===== src/rtl/arb_pkg.sv =====
// Shared types for the fetch/data memory port arbiter: FSM states, owner
// encoding and the width of the fetch starvation counter.
package arb_pkg;

  typedef enum logic [1:0] {
    IDLE   = 2'd0,
    BUSY_I = 2'd1,
    BUSY_D = 2'd2
  } state_t;

  typedef enum logic {
    OWN_I = 1'b0,
    OWN_D = 1'b1
  } owner_t;

  localparam int STARVE_CNT_W = 4;

  // Data wins unless fetch is the only contender or fetch has been starved.
  function automatic owner_t arbitrate(input logic i_ok, input logic d_ok,
                                       input logic starved);
    if (!i_ok) return OWN_D;
    if (d_ok && !starved) return OWN_D;
    return OWN_I;
  endfunction

endpackage


===== src/rtl/arb_starve_ctr.sv =====
// Saturating, clearable count of cycles a fetch has waited; flags when the
// count has reached the starvation limit.
module arb_starve_ctr
  import arb_pkg::*;
#(
  parameter int LIM = 4
) (
  input  logic clk,
  input  logic rst,
  input  logic inc,
  input  logic clr,
  output logic starved
);

  localparam logic [STARVE_CNT_W-1:0] LIM_C   = STARVE_CNT_W'(LIM);
  localparam logic [STARVE_CNT_W-1:0] CNT_MAX = '1;

  logic [STARVE_CNT_W-1:0] cnt;

  always_ff @(posedge clk) begin
    if (rst) begin
      cnt <= '0;
    end else if (clr) begin
      cnt <= '0;
    end else if (inc && (cnt != CNT_MAX)) begin
      cnt <= cnt + 1'b1;
    end
  end

  assign starved = (cnt >= LIM_C);

endmodule


===== src/rtl/mem_port_arbiter.sv =====
// Shares one single-port memory between instruction fetch and load/store.
// Data has priority; a starved fetch wins; a branch flush cancels the fetch.
module mem_port_arbiter
  import arb_pkg::*;
#(
  parameter int AW         = 32,
  parameter int DW         = 32,
  parameter int STARVE_LIM = 4
) (
  input  logic            clk,
  input  logic            rst,
  input  logic            i_req,
  input  logic [AW-1:0]   i_addr,
  input  logic            i_flush,
  output logic            i_valid,
  output logic [DW-1:0]   i_rdata,
  input  logic            d_req,
  input  logic            d_we,
  input  logic [AW-1:0]   d_addr,
  input  logic [DW-1:0]   d_wdata,
  input  logic [DW/8-1:0] d_be,
  output logic            d_valid,
  output logic [DW-1:0]   d_rdata,
  output logic            mem_req,
  output logic            mem_we,
  output logic [AW-1:0]   mem_addr,
  output logic [DW-1:0]   mem_wdata,
  output logic [DW/8-1:0] mem_be,
  input  logic            mem_ready,
  input  logic [DW-1:0]   mem_rdata
);

  state_t state;
  logic   flush_pend;
  logic   starved;
  logic   i_ok;
  logic   d_ok;
  logic   grant;
  owner_t grant_own;
  logic   grant_i;
  logic   starve_inc;
  logic   starve_clr;

  // A requester is ignored in the cycle its own response is presented.
  assign i_ok      = i_req && !i_flush && !i_valid;
  assign d_ok      = d_req && !d_valid;
  assign grant     = (state == IDLE) && (i_ok || d_ok);
  assign grant_own = arbitrate(i_ok, d_ok, starved);
  assign grant_i   = grant && (grant_own == OWN_I);

  assign starve_inc = i_req && !i_flush && !grant_i && (state != BUSY_I);
  assign starve_clr = grant_i || i_flush;

  arb_starve_ctr #(
    .LIM(STARVE_LIM)
  ) u_starve_ctr (
    .clk    (clk),
    .rst    (rst),
    .inc    (starve_inc),
    .clr    (starve_clr),
    .starved(starved)
  );

  always_ff @(posedge clk) begin
    if (rst) begin
      state      <= IDLE;
      flush_pend <= 1'b0;
      i_valid    <= 1'b0;
      i_rdata    <= '0;
      d_valid    <= 1'b0;
      d_rdata    <= '0;
      mem_req    <= 1'b0;
      mem_we     <= 1'b0;
      mem_addr   <= '0;
      mem_wdata  <= '0;
      mem_be     <= '0;
    end else begin
      i_valid <= 1'b0;
      d_valid <= 1'b0;
      case (state)
        IDLE: begin
          if (grant && (grant_own == OWN_I)) begin
            state     <= BUSY_I;
            mem_req   <= 1'b1;
            mem_we    <= 1'b0;
            mem_addr  <= i_addr;
            mem_wdata <= '0;
            mem_be    <= '1;
          end else if (grant) begin
            state     <= BUSY_D;
            mem_req   <= 1'b1;
            mem_we    <= d_we;
            mem_addr  <= d_addr;
            mem_wdata <= d_wdata;
            mem_be    <= d_be;
          end
        end
        BUSY_I: begin
          if (i_flush) flush_pend <= 1'b1;
          // A flushed fetch still completes on the bus, but its data is dropped.
          if (mem_ready) begin
            state      <= IDLE;
            mem_req    <= 1'b0;
            flush_pend <= 1'b0;
            if (!(flush_pend || i_flush)) begin
              i_valid <= 1'b1;
              i_rdata <= mem_rdata;
            end
          end
        end
        BUSY_D: begin
          if (mem_ready) begin
            state   <= IDLE;
            mem_req <= 1'b0;
            d_valid <= 1'b1;
            d_rdata <= mem_rdata;
          end
        end
        default: state <= IDLE;
      endcase
    end
  end

endmodule


===== config.mk =====
export PLATFORM = sky130hd
export DESIGN_NAME = mem_port_arbiter
export DESIGN_NICKNAME = d
export VERILOG_FILES = /design/src/rtl/arb_pkg.sv /design/src/rtl/arb_starve_ctr.sv /design/src/rtl/mem_port_arbiter.sv
export SDC_FILE = /design/constraint.sdc
export NUM_CORES = 1
export LEC_CHECK = 0
export CAP_MARGIN = 0
export CELL_PAD_IN_SITES_DETAIL_PLACEMENT = 1
export CELL_PAD_IN_SITES_GLOBAL_PLACEMENT = 1
export CORE_AREA = 10 10 153 155
export DETAILED_ROUTE_END_ITERATION = 8
export DIE_AREA = 0 0 163 165
export PLACE_DENSITY = 0.91
export SETUP_SLACK_MARGIN = 0.3
export SLEW_MARGIN = 15
export SYNTH_ARGS = -nofsm -noshare
export SYNTH_HDL_FRONTEND = slang
export SYNTH_SLANG_ARGS = --single-unit

===== constraint.sdc =====
create_clock -name clk -period 2.1 [get_ports clk]
set_clock_uncertainty 0.15 [all_clocks]
set_input_delay 0.42 -clock clk [delete_from_list [all_inputs] [get_ports clk]]
set_output_delay 0.42 -clock clk [all_outputs]
set_load 0.01 [all_outputs]

==> results.json <==
{
  "worst_slew_margin_rel_pct": 68.0,
  "grt_antenna_before_repair": 1,
  "p_per_cell_area_mw_per_mm2": 846,
  "leakagePower_nw": 4.68,
  "coreArea_mm2": 0.0202,
  "gpl.final_weighted_congestion": 0.786,
  "grt_max_degree": 74,
  "drt-wirelength-per-cell_um": 22.4,
  "fin_hold_ws_ns": 0.231,
  "finish.cell_count_without_fillers": 1285,
  "postSynthRegisterBits": 143,
  "tightest_slew_ns": 0.479,
  "rr_endpoint": "mem_addr[9]",
  "place.port_buffers": 274,
  "clock_tree.root_cell": "clkbuf_16",
  "endpoint_kind": "flop",
  "dieArea_mm2": 0.0269,
  "synth_warn": 0,
  "synthesized_area_divided_by_synthesized_cell_count_um2": 8.28,
  "setup_viol_count_final": 0,
  "clockBufferDepth": 2,
  "ys_types": 34,
  "postLayoutSetupSlackWorst_ns": 0.176,
  "synth_area_mm2": 0.00564,
  "drt-vias-per-instance": 4.94,
  "antenna_left": 0,
  "mappedNetlistNets": 825,
  "cts_tree": "done",
  "timing_max_transition_violations_final": 0,
  "max-cap-violations": 0,
  "grt-ovfl-total": 0,
  "placed_area_mm2": 0.00892,
  "setup.worst_path.class": "flop to flop",
  "report.final.hold_viol_count": 0,
  "dr_total_vias": 6351,
  "min_path_type": "primary input to flop",
  "period_needed_ns": 1.92,
  "worst_hold_path.num_cells": 3,
  "run_status": "finished, final reports clean",
  "hold_start": "rst",
  "power.ir.vdd_worst_v": 0.000503,
  "groute.usage.overall_pct": 18.7,
  "setup_tns_ns": 0,
  "die_height_um": 165,
  "cts_inserted_buffers": 17,
  "via_count_of_the_first_global_routing_pass": 7045,
  "finalCritPeriodShare_pct": 91.6,
  "route.final.wire_length_mm": 28.8,
  "cp-start-kind": "flop",
  "critPathArrivalTime_ns": 2.09,
  "syn_inst": 681,
  "clock_latency_ns": 0.41,
  "worst-r2r-setup-slack_ns": 0.18,
  "grt_setup_unrepaired": "yes",
  "flow.area_growth_from_synthesis_pct": 94.1,
  "drive_above_1_share_pct": 25.9,
  "h-tree-depth": 4,
  "regToRegStartpoint": "d_valid",
  "drt_pre_antenna_iters": 4,
  "final_core_util_pct": 54.3,
  "cts.clk_slew.worst_paths_ns": 0.06,
  "floorplan.initialDensity_pct": 28.0,
  "grt_pass1_wl_mm": 39.3,
  "dpl_worst_slack_ns": -0.351,
  "final-seq-area_mm2": 0.00287,
  "fin_nets": 1145,
  "worstRegToRegCells": 9,
  "boundaryPins": 275,
  "dpl.hpwl_mm": 17.7,
  "clock.fmax_ghz": 0.520,
  "timing.critical_path.required_ns": 2.26,
  "clkSinkCount": 143,
  "instance_count_after_placement_with_tap_cells_included": 1204,
  "synth.yosys.seq_area_share_pct": 50.8,
  "cts_hold_repair.buffers": 0,
  "placementRows": 52,
  "dieWidth_um": 163,
  "multiInputGateArea_mm2": 0.00316,
  "post-route-cell-area_mm2": 0.0109,
  "power_mw": 9.26,
  "filler_cell_count": 2208,
  "whs_endpoint": "u_starve_ctr.cnt[1]",
  "drt_drc_violations_left": 0,
  "cp_max_fo": 7,
  "drt_first_iter_violations": 258
}
-- power breakdown --
group | switching (mW) | internal, mW | total (mW)
clock network | 1.29 | 1.93 | 3.22
logic | 1.37 | 1.54 | 2.91
registers | 0.173 | 2.96 | 3.13
-- placed cells by master (no fill, tap or decap), types with 4 or more instances in the layout --
cell type / n
a21oi_1: 73
a21oi_2: 29
a311oi_2: 32
buf_12: 21
buf_16: 15
buf_4: 20
buf_6: 20
clkbuf_16: 23
clkdlybuf4s50_1: 134
dfxtp_1: 139
dlygate4sd2_1: 139
inv_6: 5
nand2_1: 191
nand2_2: 12
nand2_4: 26
nand3_1: 14
nand3_2: 13
nand3_4: 10
nor2_1: 36
nor2_4: 4
nor3_2: 4
-- layer usage --
metal	routed length (µm)	track usage, %	vias up
li1	-	-	2945
met1	10800	18.9	3124
met2	14800	33.6	233
met3	2420	7.59	49
met4	782	7.42	0
met5	0	0	-
-- state kept, by name, summed over array words and instances, names as in the netlist, 2 cells and up --
signal            flops
state                 2
d_rdata              32
mem_wdata            32
u_starve_ctr.cnt      4
mem_be                4
mem_addr             32
i_rdata              32
-- logic make-up (layout without fill, tap and decap cells) --
group,after synthesis,count (layout),synth area share (%)
muxes,1,1,0.177
AOI/OAI and AO/OA,142,142,18.6
buffers and inverters,58,391,5.12
xor gates and xnor gates,2,2,0.311
DFF,143,143,50.8
and+or+nand+nor,330,330,23.9
adders and majority gates,5,5,1.11
other,0,1,0
-- worst max-delay path: stages (launching register included) --
cell and delay, ns:
dfxtp_2 0.33, nand2b_4 0.17, buf_12 0.13, buf_6 0.11
a21boi_4 0.19, buf_6 0.15, buf_16 0.15, buf_12 0.12
nor2_1 0.05, a311oi_2 0.27
-- layout make-up --
| cell class | count | share of cell area, % |
|---|---|---|
| timing repair buffer | 357 | 36.1 |
| multi-input combinational | 480 | 28.9 |
| sequential | 143 | 26.2 |
| clock buffer | 18 | 4.01 |
| tap | 270 | 3.09 |
| clock inverter | 14 | 1.65 |
| inverter | 2 | 0.0686 |
| antenna | 1 | 0.0229 |
-- worst max-delay path by stage --
stage / start / end / depth (start not counted)
2_1_floorplan: i_flush / mem_wdata[14] / 6
3_3_place_gp: d_req / mem_addr[9] / 7
3_5_place_dp: d_req / mem_addr[20] / 7
4_1_cts: d_valid / mem_addr[15] / 10
5_1_grt: d_valid / mem_addr[9] / 9
6_report: d_valid / mem_addr[9] / 9
-- what timing repair did --
| action | 4_1_cts | 5_1_grt |
|---|---|---|
| resized for setup | 203 | 138 |
| pin swaps | 29 | 79 |
| setup endpoints to repair | 206 | 103 |
| buffers inserted | 22 | 6 |
| cloned | 13 | 7 |
-- Yosys cell counts (all sizes together) --
library cell / count / share of area [%]
dfxtp: 143 / 51
and3: 2 / 0.22
nand2: 229 / 15
and2: 1 / 0.11
xor2: 2 / 0.31
buf: 22 / 2.7
nor3: 10 / 0.89
a311oi: 32 / 8.3
ha: 5 / 1.1
nand3: 37 / 3.3
nand2b: 2 / 0.35
a21boi: 1 / 0.20
a211oi: 1 / 0.13
nor2: 41 / 2.7
nor2b: 1 / 0.11
a21bo: 1 / 0.18
mux2i: 1 / 0.18
o311a: 1 / 0.18
a21oi: 102 / 9.1
inv: 2 / 0.13
nor3b: 2 / 0.27
or3: 3 / 0.33
o21ai: 2 / 0.18
or3b: 1 / 0.20
clkbuf: 34 / 2.3
and4b: 1 / 0.18
o311ai: 1 / 0.29
a31oi: 1 / 0.11
No activity file was read; power rests on OpenSTA's default activity.
==> patch: new RTL, config.mk and constraints unchanged <==
`DW`: 32 -> 48.
--- a/src/rtl/mem_port_arbiter.sv
+++ b/src/rtl/mem_port_arbiter.sv
@@ -5,5 +5,5 @@
 #(
   parameter int AW         = 32,
-  parameter int DW         = 32,
+  parameter int DW         = 48,
   parameter int STARVE_LIM = 4
 ) (
Interface: changed (7 resized); port bits go from 275 to 359. The function was not compared with the original's and may differ.
==> patch against the unedited design <==
- the run now ends with negative setup slack left
- final area increased by 26%
- total power increased by 23%
- area after synthesis increased by 30%
- cell count increased by 25%
- routed wire length increased by 69%
- setup slack got worse by 0.31 ns
- sequential cell count increased by 50
- sequential share of layout area increased by 1.8 points
- clock power increased by 2%
- critical endpoint is now mem_wdata[37]
==> patch: results (changes against the unedited design) <==
| Metric | Value |
|---|---|
| Avg Vias per Cell | `5.68 (+15%)` |
| CP max stage delay | `0.43 ns (+0.10 ns)` |
| Cells after synthesis | `898 (+32%)` |
| Via count | `9154 (+44%)` |
| Adder-cell share of the synthesized area | `0.00855 (-0.00254)` |
| Worst reg2reg setup slack | `-0.14 ns (-0.31 ns)` |
| Max VDD drop | `578 uV (+15%)` |
| XOR/XNOR Fraction of Synth Area | `0.00359 (+0.000486)` |
| HPWL Detailed | `24500 um (+38%)` |
| Worst hold slack | `0.217 ns (-0.0133 ns)` |
| Final worst slack | `-0.139 ns (-0.315 ns)` |
| DR iter-0 viols | `716 (+180%)` |
| Share of layout cells above drive strength 1 | `0.232 (-0.0269)` |
| Final setup vio count | `8 (+8)` |
| Top cells by area, synth | `dfxtp_1 (53%), nand2_1 (16%), a21oi_1 (10%), a311oi_2 (4.3%), nand3_1 (3.7%)` |
| Synth unique cells | `33 (-2.9%)` |
| Final net count | `1503 (+31%)` |
| Multiplexer share of the synthesized area | `0.00137 (-0.000406)` |
| IO Port Bufs | `358 (+31%)` |
| Largest net degree at the start of global routing | `73 (-1.4%)` |
| PostCTS Resize Cnt | `313 (+54%)` |
| Status | `finished, violations left` |
| Per-cell routed wire length | `30.1 um (+35%)` |
| Failing checks | `negative setup slack` |
| Worst R2R End | `mem_wdata[37]` |
## patch: cell types whose count changed after synthesis, sizes merged
cell    before  now
dfxtp      143  193
nor3        10   13
clkbuf      34   44
and4b        1    0
nand3       37   54
a21oi      102  149
xor2         2    3
nor2        41   44
buf         22   29
nand2      229  309
## patch: per-stage QoR
stage / utilization / total power [mW] / TNS [ns] / cell area, um2
floorplan: - / 5.26 / 0 / 7320
global placement: 0.571 / 6.66 / -19.91 / 11500
detailed placement: 0.571 / 6.77 / -24.21 / 11500
CTS: 0.657 / 10.7 / 0 / 13300
global route: 0.685 / 11.7 / -0.959 / 13800
finish: 0.685 / 11.4 / -0.301 / 13800
## patch: layout make-up
type | instances | area (um2)
well taps | 270 | 338
flip-flops and latches | 193 | 3870
clock inverters | 13 | 126
multi-input cells | 632 | 3760
clock buffers | 19 | 443
diodes | 4 | 10.0
fillers | 2177 | 6350
repair buffers | 479 | 5260
inverters | 2 | 10.0
## patch: metal layers
layer / GRT usage / share of wire
met1: 0.288 / 0.34
met2: 0.531 / 0.50
met3: 0.102 / 0.094
met4: 0.172 / 0.063
met5: 0 / 0
## patch: where the power goes
| part | total [mW] | internal (mW) | switching (mW) |
|---|---|---|---|
| Sequential | 4.22 | 3.97 | 0.250 |
| Clock | 3.29 | 1.60 | 1.69 |
| Combinational | 3.91 | 1.96 | 1.95 |
## patch: worst register-to-register path: cells and delay by family, from the launching register on
kind,cells,cell delay [ns]
buffers and inverters,4,0.52
AO/OA/AOI/OAI,2,0.58
flip-flops,1,0.34
AND/OR/NAND/NOR,2,0.54
## patch: kinds of logic after synthesis
group | Yosys count
AO/OA/AOI/OAI | 189
buffers and inverters | 75
flip-flops | 193
adder cells (fa/ha/maj) | 5
multiplexers | 1
AND/OR/NAND/NOR | 432
XOR/XNOR | 3
